### config.mk
export PLATFORM = sky130hd
export DESIGN_NAME = regfile_wb_arbiter
export DESIGN_NICKNAME = d
export VERILOG_FILES = /design/src/rtl/regfile_wb_arbiter.sv
export SDC_FILE = /design/constraint.sdc
export NUM_CORES = 1
export LEC_CHECK = 0
export CORE_MARGIN = 4
export CORE_UTILIZATION = 31
export DETAILED_ROUTE_END_ITERATION = 8
export SLEW_MARGIN = 20
export SYNTH_ARGS = -nofsm -noshare
export SYNTH_HDL_FRONTEND = slang
export SYNTH_SLANG_ARGS = --single-unit
### constraint.sdc
create_clock -name clk -period 7.05 [get_ports clk]
set_input_delay 0.705 -clock clk [delete_from_list [all_inputs] [get_ports clk]]
set_output_delay 0.705 -clock clk [all_outputs]
set_load 0.01 [all_outputs]
### src/rtl/regfile_wb_arbiter.sv
// Register-file writeback arbiter: shares one write port between the ALU result
// path (req0, with backpressure) and load returns (req1) buffered in a 2-entry FIFO.
module regfile_wb_arbiter #(
    parameter int AWIDTH   = 5,
    parameter int DWIDTH   = 32,
    parameter int LQ_DEPTH = 2
) (
    input  logic              clk,
    input  logic              rst_n,
    input  logic              hold,
    input  logic              req0_valid,
    input  logic [AWIDTH-1:0] req0_addr,
    input  logic [DWIDTH-1:0] req0_data,
    output logic              req0_ready,
    input  logic              req1_valid,
    input  logic [AWIDTH-1:0] req1_addr,
    input  logic [DWIDTH-1:0] req1_data,
    output logic              wb_en,
    output logic              wb_sel,
    output logic [AWIDTH-1:0] wb_addr,
    output logic [DWIDTH-1:0] wb_data,
    output logic [1:0]        lq_count,
    output logic              overflow
);

    localparam logic [1:0] LQ_FULL = 2'(LQ_DEPTH);

    logic [AWIDTH-1:0] lq_addr_q [2];
    logic [DWIDTH-1:0] lq_data_q [2];
    logic              wr_ptr_q, rd_ptr_q;
    logic [1:0]        count_q, count_d;
    logic              ptr_q, ptr_d;
    logic              overflow_q;
    logic              wb_en_q, wb_sel_q;
    logic [AWIDTH-1:0] wb_addr_q;
    logic [DWIDTH-1:0] wb_data_q;

    logic              cand_a, cand_l;
    logic              grant_a, grant_l, grant;
    logic              push_ok, drop;
    logic [AWIDTH-1:0] win_addr;
    logic [DWIDTH-1:0] win_data;

    // An empty FIFO offers no candidate, so a load arriving into it waits a cycle.
    assign cand_a = req0_valid;
    assign cand_l = (count_q != 2'd0);
    assign grant  = grant_a | grant_l;

    always_comb begin
        grant_a = 1'b0;
        grant_l = 1'b0;
        if (!hold) begin
            if (count_q == LQ_FULL) begin
                grant_l = 1'b1;
            end else if (cand_a && cand_l) begin
                grant_l = ptr_q;
                grant_a = !ptr_q;
            end else begin
                grant_a = cand_a;
                grant_l = cand_l;
            end
        end
    end

    always_comb begin
        push_ok = req1_valid && ((count_q != LQ_FULL) || grant_l);
        drop    = req1_valid && (count_q == LQ_FULL) && !grant_l;
        count_d = count_q;
        case ({push_ok, grant_l})
            2'b10:   count_d = count_q + 2'd1;
            2'b01:   count_d = count_q - 2'd1;
            default: count_d = count_q;
        endcase
        ptr_d = ptr_q;
        if (grant_a)      ptr_d = 1'b1;
        else if (grant_l) ptr_d = 1'b0;
        win_addr = grant_l ? lq_addr_q[rd_ptr_q] : req0_addr;
        win_data = grant_l ? lq_data_q[rd_ptr_q] : req0_data;
    end

    // FIFO storage carries no reset; the pointers alone define validity.
    always_ff @(posedge clk) begin
        if (push_ok) begin
            lq_addr_q[wr_ptr_q] <= req1_addr;
            lq_data_q[wr_ptr_q] <= req1_data;
        end
    end

    always_ff @(posedge clk or negedge rst_n) begin
        if (!rst_n) begin
            wr_ptr_q   <= 1'b0;
            rd_ptr_q   <= 1'b0;
            count_q    <= 2'd0;
            ptr_q      <= 1'b0;
            overflow_q <= 1'b0;
            wb_en_q    <= 1'b0;
            wb_sel_q   <= 1'b0;
            wb_addr_q  <= '0;
            wb_data_q  <= '0;
        end else begin
            if (push_ok) wr_ptr_q <= ~wr_ptr_q;
            if (grant_l) rd_ptr_q <= ~rd_ptr_q;
            count_q <= count_d;
            ptr_q   <= ptr_d;
            if (drop) overflow_q <= 1'b1;
            // Writes to register 0 are consumed but never enabled.
            wb_en_q <= grant && (win_addr != '0);
            if (grant) begin
                wb_sel_q  <= grant_l;
                wb_addr_q <= win_addr;
                wb_data_q <= win_data;
            end
        end
    end

    assign req0_ready = grant_a;
    assign wb_en      = wb_en_q;
    assign wb_sel     = wb_sel_q;
    assign wb_addr    = wb_addr_q;
    assign wb_data    = wb_data_q;
    assign lq_count   = count_q;
    assign overflow   = overflow_q;

endmodule

## Word level (Yosys, flattened, before mapping)

Memories as Yosys holds them, arrays and structs flattened.
Cells that the tools add are included.
Widths: inputs -> output; s select.

| word-level totals | value |
|---|---|
| flip-flop bits (word level) | 45 |
| RAM bits | 74 |
| input port bits | 79 |
| memories kept | 2 |

| cells by class | value |
|---|---|
| add/sub/neg operators | 2 |
| equality and inequality tests | 4 |
| mux-type cells | 13 |
| bitwise gates (word level) | 3 |
| reduce and logical (&&, ||, !) cells | 12 |

Memories:

| name | depth | width | read ports | clocked after memory_dff | write ports | line | RTL |
|---|---|---|---|---|---|---|---|
| lq_data_q | 2 | 32 | 1 | 0 | 1 | 29 | `logic [DWIDTH-1:0] lq_data_q [2];` |
| lq_addr_q | 2 | 5 | 1 | 0 | 1 | 28 | `logic [AWIDTH-1:0] lq_addr_q [2];` |

Operator list:

| cell | count |
|---|---|
| $mux 32 | 1 |
| $mux 1 | 10 |
| $reduce_bool 2->1 | 3 |
| $logic_and 1x1->1 | 5 |
| $mux 5 | 1 |
| $reduce_bool 5->1 | 1 |
| $eq 2x2->1 const B | 2 |
| $pmux 2 s2 | 1 |
| $add 2x1->2 const B | 1 |
| $eq 2x1->1 const B | 1 |
| $logic_not 1->1 | 2 |
| $ne 2x2->1 const B | 1 |
| $not 1->1 | 2 |
| $sub 2x1->2 const B | 1 |
| $logic_or 1x1->1 | 1 |
| $or 1x1->1 | 1 |

## Depth between registers and ports, before layout

Gate-level depths: netlist (run 1).

| logic depth | value |
|---|---|
| depth after elaboration | 9 |
| depth in mapped cells | 11 |
| mapped depth without buffers | 7 |

## Least setup slack after synthesis (run 1)

Ideal clock, no wire load.

| path | value |
|---|---|
| path type | input to register |
| start | input port hold |
| end | memory lq_addr_q[0][0] (enable) |
| setup time | 0.431 ns |
| arrival | 2.455 ns |
| data required time | 6.619 ns |
| path slack | 4.164 ns |
| cell stages on the path | 3 |
| buffers on the path | 0 |
| cell sequence | nand3b_1 nand2_1 nor2_1 |

| on the way | value |
|---|---|
| word-level cells in the longest chain between the ends | 5 |

Ends and longest elaborated chain:

| what | line | RTL |
|---|---|---|
| from (decl) | 10 | `input logic hold,` |
| $mux 1 | 52 | `if (!hold) begin` |
| $logic_or 1x1->1 | 66 | `push_ok = req1_valid && ((count_q != LQ_FULL) \|\| grant_l);` |
| $logic_and 1x1->1 | 66 |  |
| $mux 1 | 83 | `if (push_ok) begin` |
| $mux 1 (implied by the code) | 84 | `lq_addr_q[wr_ptr_q] <= req1_addr;` |
| to (decl) | 28 |  |

Every way passes these cells.

## Final worst setup path (run 1)

| path | value |
|---|---|
| start | input port hold |
| end | output port req0_ready |

| on the way | value |
|---|---|
| word-level cells in the longest chain between the ends | 1 |

Ends and longest elaborated chain:

| what | line | RTL |
|---|---|---|
| $mux 1 | 52 |  |
| to (decl) | 14 | `output logic req0_ready,` |

Every way passes these cells.

==> results of run 1 <==
critical path, cell delays in order:
cell	delay [ns]
sky130_fd_sc_hd__clkdlybuf4s50_1	0.54
sky130_fd_sc_hd__nor2b_4	0.82
sky130_fd_sc_hd__nand3_1	0.30
sky130_fd_sc_hd__inv_1	0.11
sky130_fd_sc_hd__clkdlybuf4s50_1	0.53
kinds of logic after synthesis:
| family | synth area share, % |
|---|---|
| adders and majority gates | 0.242 |
| AOI/OAI and AO/OA | 16.9 |
| xor gates and xnor gates | 0.993 |
| buffers and inverters | 5.38 |
| and+or+nand+nor | 11.3 |
| muxes | 0.436 |
| DFF | 64.8 |
routing by layer:
| layer | vias to the layer above | global-route usage [%] | wire, um |
|---|---|---|---|
| li1 | 1760 | - | - |
| met1 | 1919 | 18.5 | 6160 |
| met2 | 141 | 22.7 | 6370 |
| met3 | 31 | 4.23 | 774 |
| met4 | 2 | 8.43 | 346 |
| met5 | - | 0 | 19 |
layout by cell type, fill, tap and decap left out, types with 6 or more instances in the layout:
cell / count
sky130_fd_sc_hd__clkinv_2: 6
sky130_fd_sc_hd__clkdlybuf4s50_1: 120
sky130_fd_sc_hd__nand4_1: 37
sky130_fd_sc_hd__o31ai_1: 38
sky130_fd_sc_hd__nor2b_1: 35
sky130_fd_sc_hd__dfrtp_1: 44
sky130_fd_sc_hd__edfxtp_1: 74
sky130_fd_sc_hd__clkbuf_16: 17
sky130_fd_sc_hd__a31oi_1: 37
sky130_fd_sc_hd__a2111oi_0: 35
sequential cells by signal (all words and copies together) (netlist names), 2 cells and up:
register and flops:
wb_addr 5, wb_data 32, lq_count 2, lq_data_q 64
lq_addr_q 10
area by class of cell:
type,count,area (um2)
Clock buffer,21,460
Clock inverter,11,82.6
Fill cell,1489,9120
Inverter,2,7.51
Multi-Input combinational cell,218,1580
Sequential cell,119,3350
Tap cell,216,270
Timing Repair Buffer,123,1240
worst paths after layout:
check | startpoint | endpoint | slack, ns
worst max-delay path | hold | req0_ready | 3.33
worst min-delay path | rst_n | wb_data[2] | 0.28
worst max register to register | lq_count[0] | lq_count[1] | 4.05
worst min register to register | overflow | overflow | 0.47
max in group asynchronous | rst_n | rd_ptr_q | 6.29
min in group clk | overflow | overflow | 0.47
stage by stage:
step	area (um2)	utilization (%)
after floorplan	5170	-
after global placement	6420	39.8
after detailed placement	6420	39.8
after CTS	6960	43.2
after global routing	7000	43.4
final	7000	43.4
cell usage after synthesis, types with 2 or more instances:
cell type                   count  area, um2
sky130_fd_sc_hd__dfrtp_1       45       1130
sky130_fd_sc_hd__nand4_1       37        231
sky130_fd_sc_hd__edfxtp_1      74       2220
sky130_fd_sc_hd__o31ai_1       38        285
sky130_fd_sc_hd__nand2_1        3       11.3
sky130_fd_sc_hd__nor2b_1       37        231
sky130_fd_sc_hd__buf_1          2       7.51
sky130_fd_sc_hd__nor2_1         3       11.3
sky130_fd_sc_hd__buf_6         11        124
sky130_fd_sc_hd__buf_2          9       45.0
sky130_fd_sc_hd__mux2_2         2       22.5
sky130_fd_sc_hd__a2111oi_0     35        307
sky130_fd_sc_hd__xnor2_1        3       26.3
sky130_fd_sc_hd__nor3_1         3       15.0
sky130_fd_sc_hd__clkbuf_1      23       86.3
sky130_fd_sc_hd__a31oi_1       37        231
sky130_fd_sc_hd__nand2b_1       2       12.5
power breakdown:
| part | switching (mW) | leakage, nW | internal (mW) |
|---|---|---|---|
| sequential | 0.181 | 1.20 | 0.990 |
| clock | 0.300 | 0.267 | 0.495 |
| combinational | 0.533 | 0.875 | 0.464 |
==> out/metrics.json, run 1 <==
{
  "outcome": {
    "run_status": "complete, no violations"
  },
  "timing": {
    "fmaxAchievable_mhz": 269,
    "finalHoldWorstSlack_ns": 0.285,
    "timing.final.setup_violations": 0,
    "final_hold_viol_count": 0,
    "final.period_utilization_pct": 52.8,
    "worst_slack_ns": 3.33,
    "rsz_0062_raised_after_global_routing": "false",
    "worst_slew_margin_rel_pct": 31.9,
    "tns_ns": 0,
    "fin_crit_period_ns": 3.72,
    "timing_max_transition_violations_final": 0,
    "worst_slew_pin_slew_ns": 1.02,
    "clock_skew_ns": 0.00539
  },
  "cells_and_area": {
    "growth_of_design_area_from_synthesis_to_finish_pct": 35.4,
    "post_route_cells_drive_above_1_share_pct": 9.72,
    "antenna_cells_inserted": 0,
    "total_number_of_nets_in_the_final_design": 561,
    "final-instance-count-excl-fill": 710
  },
  "power_and_ir_drop": {
    "pwr_density_cell_nw_per_um2": 423,
    "report.power.total_mw": 2.96,
    "static-leakage-power_nw": 2.35,
    "worst_vdd_rail_ir_drop_v": 0.000191
  },
  "global_routing": {
    "grt-ovfl-total": 0,
    "largest_net_degree_at_the_start_of_global_routing": 78,
    "grt_first_pass_wirelength_mm": 21.0,
    "global_route.usage.total_pct": 14.7,
    "initial_antenna_violation_count": 1,
    "number_of_global_route_vias_before_repair": 4024
  },
  "cts": {
    "tritoncts": "built",
    "cts.root.buffer_cell": "sky130_fd_sc_hd__clkbuf_16",
    "numClockSinks": 119,
    "ctsHtreeMaxLevel": 4,
    "cts.clk_slew.worst_paths_ns": 0.06,
    "worstSkewPairLatency_ns": 0.41,
    "cts-buffers-inserted": 17,
    "ctsHoldBuffers": 0,
    "clock_path_buffers": 2,
    "postCtsSetupRepairBufs": 0,
    "ctsResizeCount": 0
  },
  "placed_design": {
    "dpl.hpwl_mm": 8.30,
    "dp_worst_setup_slack_ns": 3.38,
    "port_buffers": 121,
    "gpl.final_weighted_congestion": 0.731,
    "placed_cells": 677
  },
  "run": {
    "drv_cap": 0
  },
  "routing": {
    "drc": 0,
    "drtAntennaViolNets": 0,
    "route.detailed.vias_per_inst": 5.43,
    "number_of_violations_reported_at_the_end_of_detailed_routing_iteration_0": 272,
    "detailedRoute.firstPassIterationCount": 4,
    "route.detailed.wl_per_inst_um": 19.3,
    "vias": 3853,
    "finalWirelength_mm": 13.7
  },
  "worst_setup_path": {
    "timing.critical_path.to_type": "output port",
    "cp_max_fo": 38,
    "crit_required_ns": 6.34,
    "timing.setup.critical_path_class": "in2out",
    "worst-endpoint-arrival_ns": 3.02,
    "reg2reg_depth": 7,
    "critical_path.startpoint_type": "input port"
  },
  "synth": {
    "syn_nets": 465,
    "syn-cell-area_um2": 5170,
    "post_synth_num_cell_types": 38,
    "number_of_enable_flip_flop_cells_after_synthesis": 74,
    "synth-seq-cells": 119,
    "yosys_warning_count": 0,
    "ys.flop_type": "sky130_fd_sc_hd__edfxtp_1",
    "synth-async-reset-ratio_pct": 37.8,
    "ys_seq_area_share_pct": 64.8,
    "postSynthAreaPerCell_um2": 13.4,
    "syn_inst": 385
  },
  "floorplan": {
    "initial_core_util_pct": 32.1,
    "die_height_um": 137,
    "die_w_um": 137,
    "fp.coreArea_um2": 16100,
    "io-pin-count": 122,
    "die_area_um2": 18800,
    "rows": 46
  },
  "worst_hold_path": {
    "holdCritPathClass": "in2async"
  }
}
No activity file was read; power rests on OpenSTA's default activity.
==> inputs of run 2 (changes only) <==
- clock period: 7.05 -> 3 ns (I/O delays scaled with it)
==> run 2 against run 1 <==
Effect of this change: flip-flop and latch count stayed put; final cell count is 0.99% higher; non-clock buffer count is 7 higher; power is 150% higher; largest cell class unchanged; largest power group unchanged; highest routed layer unchanged.
==> out/metrics.json, run 2 (synthesis gave the netlist of run 1 again) <==
{
  "cts": {
    "numClockSinks": {"value": 119, "change": "unchanged"},
    "ctsResizeCount": {"value": 0, "change": "unchanged"},
    "postCtsSetupRepairBufs": {"value": 0, "change": "unchanged"},
    "ctsHoldBuffers": {"value": 0, "change": "unchanged"},
    "cts.clk_slew.worst_paths": {"value": 0.05, "unit": "ns", "change": "about the same"},
    "tritoncts": "built",
    "cts.root.buffer_cell": "sky130_fd_sc_hd__clkbuf_16",
    "cts-buffers-inserted": {"value": 17, "change": "unchanged"},
    "ctsHtreeMaxLevel": {"value": 4, "change": "unchanged"},
    "clock_path_buffers": {"value": 2, "change": "unchanged"},
    "worstSkewPairLatency": {"value": 0.41, "unit": "ns", "change": "about the same"}
  },
  "routing": {
    "detailedRoute.firstPassIterationCount": {"value": 5, "change": "+1"},
    "finalWirelength": {"value": 14.0, "unit": "mm", "change": "+2.0%"},
    "vias": {"value": 3840, "change": "-0.34%"},
    "drtAntennaViolNets": {"value": 0, "change": "unchanged"},
    "number_of_violations_reported_at_the_end_of_detailed_routing_iteration_0": {"value": 296, "change": "+8.8%"},
    "route.detailed.vias_per_inst": {"value": 5.36, "change": "-1.3%"},
    "route.detailed.wl_per_inst": {"value": 19.5, "unit": "um", "change": "+1.0%"},
    "drc": {"value": 0, "change": "unchanged"}
  },
  "global_routing": {
    "initial_antenna_violation_count": {"value": 1, "change": "unchanged"},
    "grt_first_pass_wirelength": {"value": 22.0, "unit": "mm", "change": "+4.5%"},
    "grt-ovfl-total": {"value": 0, "change": "unchanged"},
    "global_route.usage.total": {"value": 15.3, "unit": "%", "change": "+0.58 points"},
    "number_of_global_route_vias_before_repair": {"value": 4081, "change": "+1.4%"},
    "largest_net_degree_at_the_start_of_global_routing": {"value": 57, "change": "-27%"}
  },
  "timing": {
    "fmaxAchievable_mhz": 428,
    "final_hold_viol_count": {"value": 0, "change": "unchanged"},
    "tns": {"value": 0, "unit": "ns", "change": "unchanged"},
    "rsz_0062_raised_after_global_routing": "false",
    "final.period_utilization_pct": 78.0,
    "fin_crit_period_ns": 2.34,
    "worst_slew_pin_slew": {"value": 0.956, "unit": "ns", "change": "-0.0629 ns"},
    "timing_max_transition_violations_final": {"value": 0, "change": "unchanged"},
    "worst_slew_margin_rel": {"value": 36.1, "unit": "%", "change": "+4.2 points"},
    "clock_skew": {"value": 0.00446, "unit": "ns", "change": "-0.000932 ns"},
    "finalHoldWorstSlack": {"value": 0.462, "unit": "ns", "change": "+0.177 ns"},
    "timing.final.setup_violations": {"value": 0, "change": "unchanged"}
  },
  "worst_setup_path": {
    "cp_startpoint": "lq_count[0]",
    "worst-endpoint-arrival": {"value": 2.59, "unit": "ns", "change": "-0.43 ns"},
    "critical_path.startpoint_type": "register",
    "crit_required": {"value": 3.25, "unit": "ns", "change": "-3.09 ns"},
    "timing.critical_path.to_type": "register",
    "regToRegStartpoint": "lq_count[0]",
    "cp_max_fo": {"value": 39, "change": "+2.6%"},
    "timing.setup.critical_path_class": "reg2reg"
  },
  "outcome": {
    "run_status": "complete, no violations"
  },
  "power_and_ir_drop": {
    "power_report.internal_total": {"value": 4.86, "unit": "mW", "change": "+150%"},
    "clock_power_share": {"value": 29.5, "unit": "%", "change": "+2.7 points"},
    "comb_power_share": {"value": 33.2, "unit": "%", "change": "-0.4 points"},
    "pwr_density_cell": {"value": 1020, "unit": "nW/um2", "change": "+140%"},
    "sw_frac_of_total": {"value": 33.2, "unit": "%", "change": "-1.0 points"},
    "static-leakage-power": {"value": 2.42, "unit": "nW", "change": "+3.0%"},
    "worst_vdd_rail_ir_drop": {"value": 0.000462, "unit": "V", "change": "+140%"},
    "seq_power_share": {"value": 37.2, "unit": "%", "change": "-2.3 points"},
    "power.net_switching": {"value": 2.42, "unit": "mW", "change": "+140%"}
  },
  "floorplan": {
    "initial_core_util": {"value": 32.1, "unit": "%", "change": "unchanged"},
    "io-pin-count": {"value": 122, "change": "unchanged"},
    "die_w": {"value": 137, "unit": "um", "change": "unchanged"},
    "fp.coreArea": {"value": 16100, "unit": "um2", "change": "unchanged"},
    "die_area": {"value": 18800, "unit": "um2", "change": "unchanged"},
    "die_height": {"value": 137, "unit": "um", "change": "unchanged"},
    "rows": {"value": 46, "change": "unchanged"}
  },
  "cells_and_area": {
    "antenna_cells_inserted": {"value": 0, "change": "unchanged"},
    "total_number_of_nets_in_the_final_design": {"value": 568, "change": "+1.2%"},
    "fillers": {"value": 1475, "change": "-0.94%"},
    "mostFrequentLayoutCell": "sky130_fd_sc_hd__clkdlybuf4s50_1",
    "largest_register_ffs": {"value": 64, "change": "unchanged"},
    "growth_of_design_area_from_synthesis_to_finish_pct": 38.0,
    "multiInputGateArea": {"value": 1580, "unit": "um2", "change": "unchanged"},
    "area_used_by_sequential_logic_in_the_layout": {"value": 3350, "unit": "um2", "change": "about the same"},
    "final_cell_mix": "sky130_fd_sc_hd__clkdlybuf4s50_1, sky130_fd_sc_hd__edfxtp_1, sky130_fd_sc_hd__dfrtp_1, sky130_fd_sc_hd__o31ai_1",
    "largest-register": "lq_data_q",
    "post_route_cells_drive_above_1_share": {"value": 11.6, "unit": "%", "change": "+1.9 points"}
  },
  "placed_design": {
    "port_buffers": {"value": 121, "change": "unchanged"},
    "dpl.hpwl": {"value": 8.58, "unit": "mm", "change": "+3.4%"},
    "gpl.final_weighted_congestion": {"value": 0.733, "change": "+0.31%"}
  },
  "worst_hold_path": {
    "holdCritPathClass": "in2async"
  },
  "run": {
    "drv_cap": {"value": 0, "change": "unchanged"}
  }
}
run 2: cell types whose count changed in the layout (fill, tap and decap cells not counted), sizes merged:
cell	previous run	this run
buf	3	9
bufinv	1	4
clkbuf	21	19
clkinv	8	7
dlygate4sd3	0	1
run 2: layer usage:
layer | GRT usage [%] | up-vias | share of wire, %
li1 | - | 1771 | -
met1 | 19.9 | 1897 | 45
met5 | 0 | - | 0.093
met3 | 4.71 | 25 | 6.7
met4 | 6.82 | 2 | 1.7
met2 | 23.5 | 145 | 47
run 2: final cells by class:
cell class | count | share of cell area, %
inverter | 2 | 0.105
clock inverter | 13 | 2.49
timing repair buffer | 130 | 18.1
multi-input combinational | 218 | 22.2
clock buffer | 19 | 6.35
tap | 216 | 3.79
sequential | 119 | 47.0
run 2: critical path: stages, from the launching register on:
cell                       delay (ns)
sky130_fd_sc_hd__dfrtp_1         0.52
sky130_fd_sc_hd__o21bai_4        0.76
sky130_fd_sc_hd__or2_2           0.26
sky130_fd_sc_hd__buf_4           0.44
sky130_fd_sc_hd__a31oi_1         0.18
run 2: per-stage QoR:
step | utilization, % | setup WS (ns) | std cells | total power [mW] | area, um2
5_1_grt | 44.2 | 0.512 | 717 | 7.70 | 7130
4_1_cts | 44.2 | 0.664 | 716 | 7.35 | 7120
6_report | 44.2 | 0.661 | 717 | 7.28 | 7130
3_3_place_gp | 40.2 | 0.680 | 684 | 5.10 | 6490
2_1_floorplan | - | 0.254 | 385 | 4.08 | 5170
3_5_place_dp | 40.2 | 0.599 | 684 | 5.18 | 6490
run 2: final timing paths:
path                                   end  slack [ns]  cells past startpoint
max in group asynchronous         rd_ptr_q        2.10                      2
min in group clk           lq_data_q[0][4]        0.47                      1
hold reg to reg                   overflow        0.48                      1
setup / recovery                wb_data[5]        0.66                      4
setup reg to reg                wb_data[5]        0.66                      4
hold / removal                       wb_en        0.46                      2
run 2: power by group through the flow:
stage / sequential (mW) / clock, mW / combinational, mW
3_5_place_dp: 2.74 / 0 / 2.44
3_3_place_gp: 2.72 / 0 / 2.38
4_1_cts: 2.72 / 2.19 / 2.44
6_report: 2.71 / 2.15 / 2.42
5_1_grt: 2.79 / 2.25 / 2.66
2_1_floorplan: 2.69 / 0 / 1.39
==> inputs of run 3 (changes only) <==
- clock period: 3 -> 2 ns (I/O delays scaled with it)
==> run 3 against run 2 <==
Effect of this change: worst hold slack worse by 0.14 ns; worst setup slack got worse by 0.42 ns; global-route usage rose by 0.90 points; die area did not move; register-to-register slack got worse by 0.39 ns; clock power grew 40%; critical path type is now reg2out; highest routed layer unchanged.
==> out/metrics.json, run 3 (synthesis gave the netlist of run 1 again) <==
{
  "routing": {
    "detailedRoute.firstPassIterationCount": {"value": 4, "change": "-1"},
    "finalWirelength": {"value": 15.0, "unit": "mm", "change": "+7.6%"},
    "drtAntennaViolNets": {"value": 0, "change": "unchanged"},
    "route.detailed.wl_per_inst": {"value": 20.5, "unit": "um", "change": "+5.5%"},
    "vias": {"value": 3958, "change": "+3.1%"},
    "drc": {"value": 0, "change": "unchanged"},
    "route.detailed.vias_per_inst": {"value": 5.41, "change": "+1.1%"},
    "number_of_violations_reported_at_the_end_of_detailed_routing_iteration_0": {"value": 247, "change": "-17%"}
  },
  "worst_setup_path": {
    "regToRegStartpoint": "lq_count[0]",
    "cpPeakStageDelay": {"value": 0.61, "unit": "ns", "change": "-0.15 ns"},
    "cpMaxStageDelayCell": "sky130_fd_sc_hd__clkdlybuf4s50_1",
    "crit_required": {"value": 1.80, "unit": "ns", "change": "-1.45 ns"},
    "critical_path.startpoint_type": "register",
    "timing.critical_path.to_type": "output port",
    "timing.setup.critical_path_class": "reg2out",
    "worst-endpoint-arrival": {"value": 1.56, "unit": "ns", "change": "-1.03 ns"},
    "cp_max_fo": {"value": 6, "change": "-85%"},
    "cp_startpoint": "lq_count[1]",
    "critPathTopFamily": "buffers and inverters",
    "crit_path_cell_trace": "clkdlybuf4s50_1",
    "critical_path_buf_inv_count": {"value": 1, "change": "unchanged"}
  },
  "worst_hold_path": {
    "holdCritPathClass": "in2async"
  },
  "timing": {
    "worst_slew_margin_rel": {"value": 39.9, "unit": "%", "change": "+3.8 points"},
    "tns": {"value": 0, "unit": "ns", "change": "unchanged"},
    "timing.final.setup_violations": {"value": 0, "change": "unchanged"},
    "final.period_utilization_pct": 88.2,
    "fin_crit_period_ns": 1.76,
    "worst_slew_pin_slew": {"value": 0.901, "unit": "ns", "change": "-0.0552 ns"},
    "rsz_0062_raised_after_global_routing": "false",
    "final_hold_viol_count": {"value": 0, "change": "unchanged"},
    "fmaxAchievable_mhz": 567,
    "timing_max_transition_violations_final": {"value": 0, "change": "unchanged"},
    "clock_skew": {"value": 0.00637, "unit": "ns", "change": "+0.00191 ns"}
  },
  "cells_and_area": {
    "mostFrequentLayoutCell": "sky130_fd_sc_hd__clkdlybuf4s50_1",
    "largest-register": "lq_data_q",
    "total_number_of_nets_in_the_final_design": {"value": 582, "change": "+2.5%"},
    "fillers": {"value": 1458, "change": "-1.2%"},
    "largest_register_ffs": {"value": 64, "change": "unchanged"},
    "multiInputGateArea": {"value": 1580, "unit": "um2", "change": "unchanged"},
    "final_cell_mix": "sky130_fd_sc_hd__clkdlybuf4s50_1, sky130_fd_sc_hd__edfxtp_1, sky130_fd_sc_hd__dfrtp_1, sky130_fd_sc_hd__o31ai_1",
    "growth_of_design_area_from_synthesis_to_finish_pct": 40.0,
    "antenna_cells_inserted": {"value": 0, "change": "unchanged"},
    "post_route_cells_drive_above_1_share": {"value": 13.0, "unit": "%", "change": "+1.4 points"},
    "final-instance-count-excl-fill": {"value": 731, "change": "+2.0%"},
    "area_used_by_sequential_logic_in_the_layout": {"value": 3350, "unit": "um2", "change": "unchanged"}
  },
  "placed_design": {
    "gpl.final_weighted_congestion": {"value": 0.779, "change": "+6.2%"},
    "dpl.hpwl": {"value": 9.47, "unit": "mm", "change": "+10%"},
    "port_buffers": {"value": 121, "change": "unchanged"},
    "placed_cells": {"value": 698, "change": "+2.0%"}
  },
  "floorplan": {
    "initial_core_util": {"value": 32.1, "unit": "%", "change": "unchanged"},
    "fp.coreArea": {"value": 16100, "unit": "um2", "change": "unchanged"},
    "die_height": {"value": 137, "unit": "um", "change": "unchanged"},
    "rows": {"value": 46, "change": "unchanged"},
    "io-pin-count": {"value": 122, "change": "unchanged"},
    "die_w": {"value": 137, "unit": "um", "change": "unchanged"},
    "die_area": {"value": 18800, "unit": "um2", "change": "unchanged"}
  },
  "power_and_ir_drop": {
    "pwr_density_cell": {"value": 1520, "unit": "nW/um2", "change": "+48%"},
    "worst_vdd_rail_ir_drop": {"value": 0.000793, "unit": "V", "change": "+72%"},
    "static-leakage-power": {"value": 2.49, "unit": "nW", "change": "+3.0%"}
  },
  "cts": {
    "tritoncts": "built",
    "cts.clk_slew.worst_paths": {"value": 0.05, "unit": "ns", "change": "about the same"},
    "numClockSinks": {"value": 119, "change": "unchanged"},
    "clock_path_buffers": {"value": 2, "change": "unchanged"},
    "worstSkewPairLatency": {"value": 0.41, "unit": "ns", "change": "about the same"},
    "cts-buffers-inserted": {"value": 17, "change": "unchanged"},
    "cts.root.buffer_cell": "sky130_fd_sc_hd__clkbuf_16",
    "ctsHtreeMaxLevel": {"value": 4, "change": "unchanged"}
  },
  "global_routing": {
    "grt-ovfl-total": {"value": 0, "change": "unchanged"},
    "number_of_global_route_vias_before_repair": {"value": 4056, "change": "-0.61%"},
    "largest_net_degree_at_the_start_of_global_routing": {"value": 40, "change": "-30%"},
    "grt_first_pass_wirelength": {"value": 23.1, "unit": "mm", "change": "+5.4%"},
    "initial_antenna_violation_count": {"value": 1, "change": "unchanged"},
    "global_route.usage.total": {"value": 16.2, "unit": "%", "change": "+0.90 points"}
  },
  "outcome": {
    "run_status": "complete, no violations"
  },
  "run": {
    "drv_cap": {"value": 0, "change": "unchanged"}
  }
}
## run 3: repair_timing
action	in CTS	in global routing
endpoints found under the setup margin	0	1
endpoints found under the hold margin	19	0
setup buffers	0	0
resized for setup	0	1
hold buffers	1	0
## run 3: cell type report
cell class,instances,share of cell area (%)
Timing Repair Buffer,144,20.0
Inverter,2,0.104
Clock buffer,22,6.28
Multi-Input combinational cell,218,21.8
Clock inverter,10,1.78
Sequential cell,119,46.3
Tap cell,216,3.73
## run 3: path summary, 6_finish.rpt
path | slack [ns] | endpoint | depth (start not counted)
min in group clk | 0.37 | wb_data[15] | 3
min reg2reg | 0.50 | overflow | 1
max | 0.24 | lq_count[1] | 1
min | 0.32 | wb_data[2] | 2
max in group asynchronous | 1.13 | rd_ptr_q | 3
max reg2reg | 0.27 | wb_data[12] | 4
## run 3: layer usage
metal	track usage [%]	vias to the layer above	routed length, um
met1	22.1	1982	6860
met4	6.04	2	167
li1	-	1801	-
met5	0	-	20
met3	4.15	14	919
met2	25.0	159	7040
## run 3: where the power goes
part	total [mW]	internal, mW	switching [mW]
Combinational	4.02	1.84	2.18
Sequential	3.94	3.48	0.459
Clock	3.02	1.98	1.04
## run 3: stage by stage
step | setup slack [ns] | total power [mW] | cell area [um2] | hold slack (ns) | utilization (%)
6_report | 0.236 | 11.0 | 7240 | 0.318 | 44.9
5_1_grt | 0.120 | 11.6 | 7240 | 0.355 | 44.9
4_1_cts | 0.00119 | 11.1 | 7230 | 0.324 | 44.9
3_5_place_dp | 0.109 | 8.02 | 6640 | 0.210 | 41.2
3_3_place_gp | 0.159 | 7.90 | 6640 | 0.206 | 41.2
2_1_floorplan | 0.166 | 6.11 | 5180 | -0.0956 | -
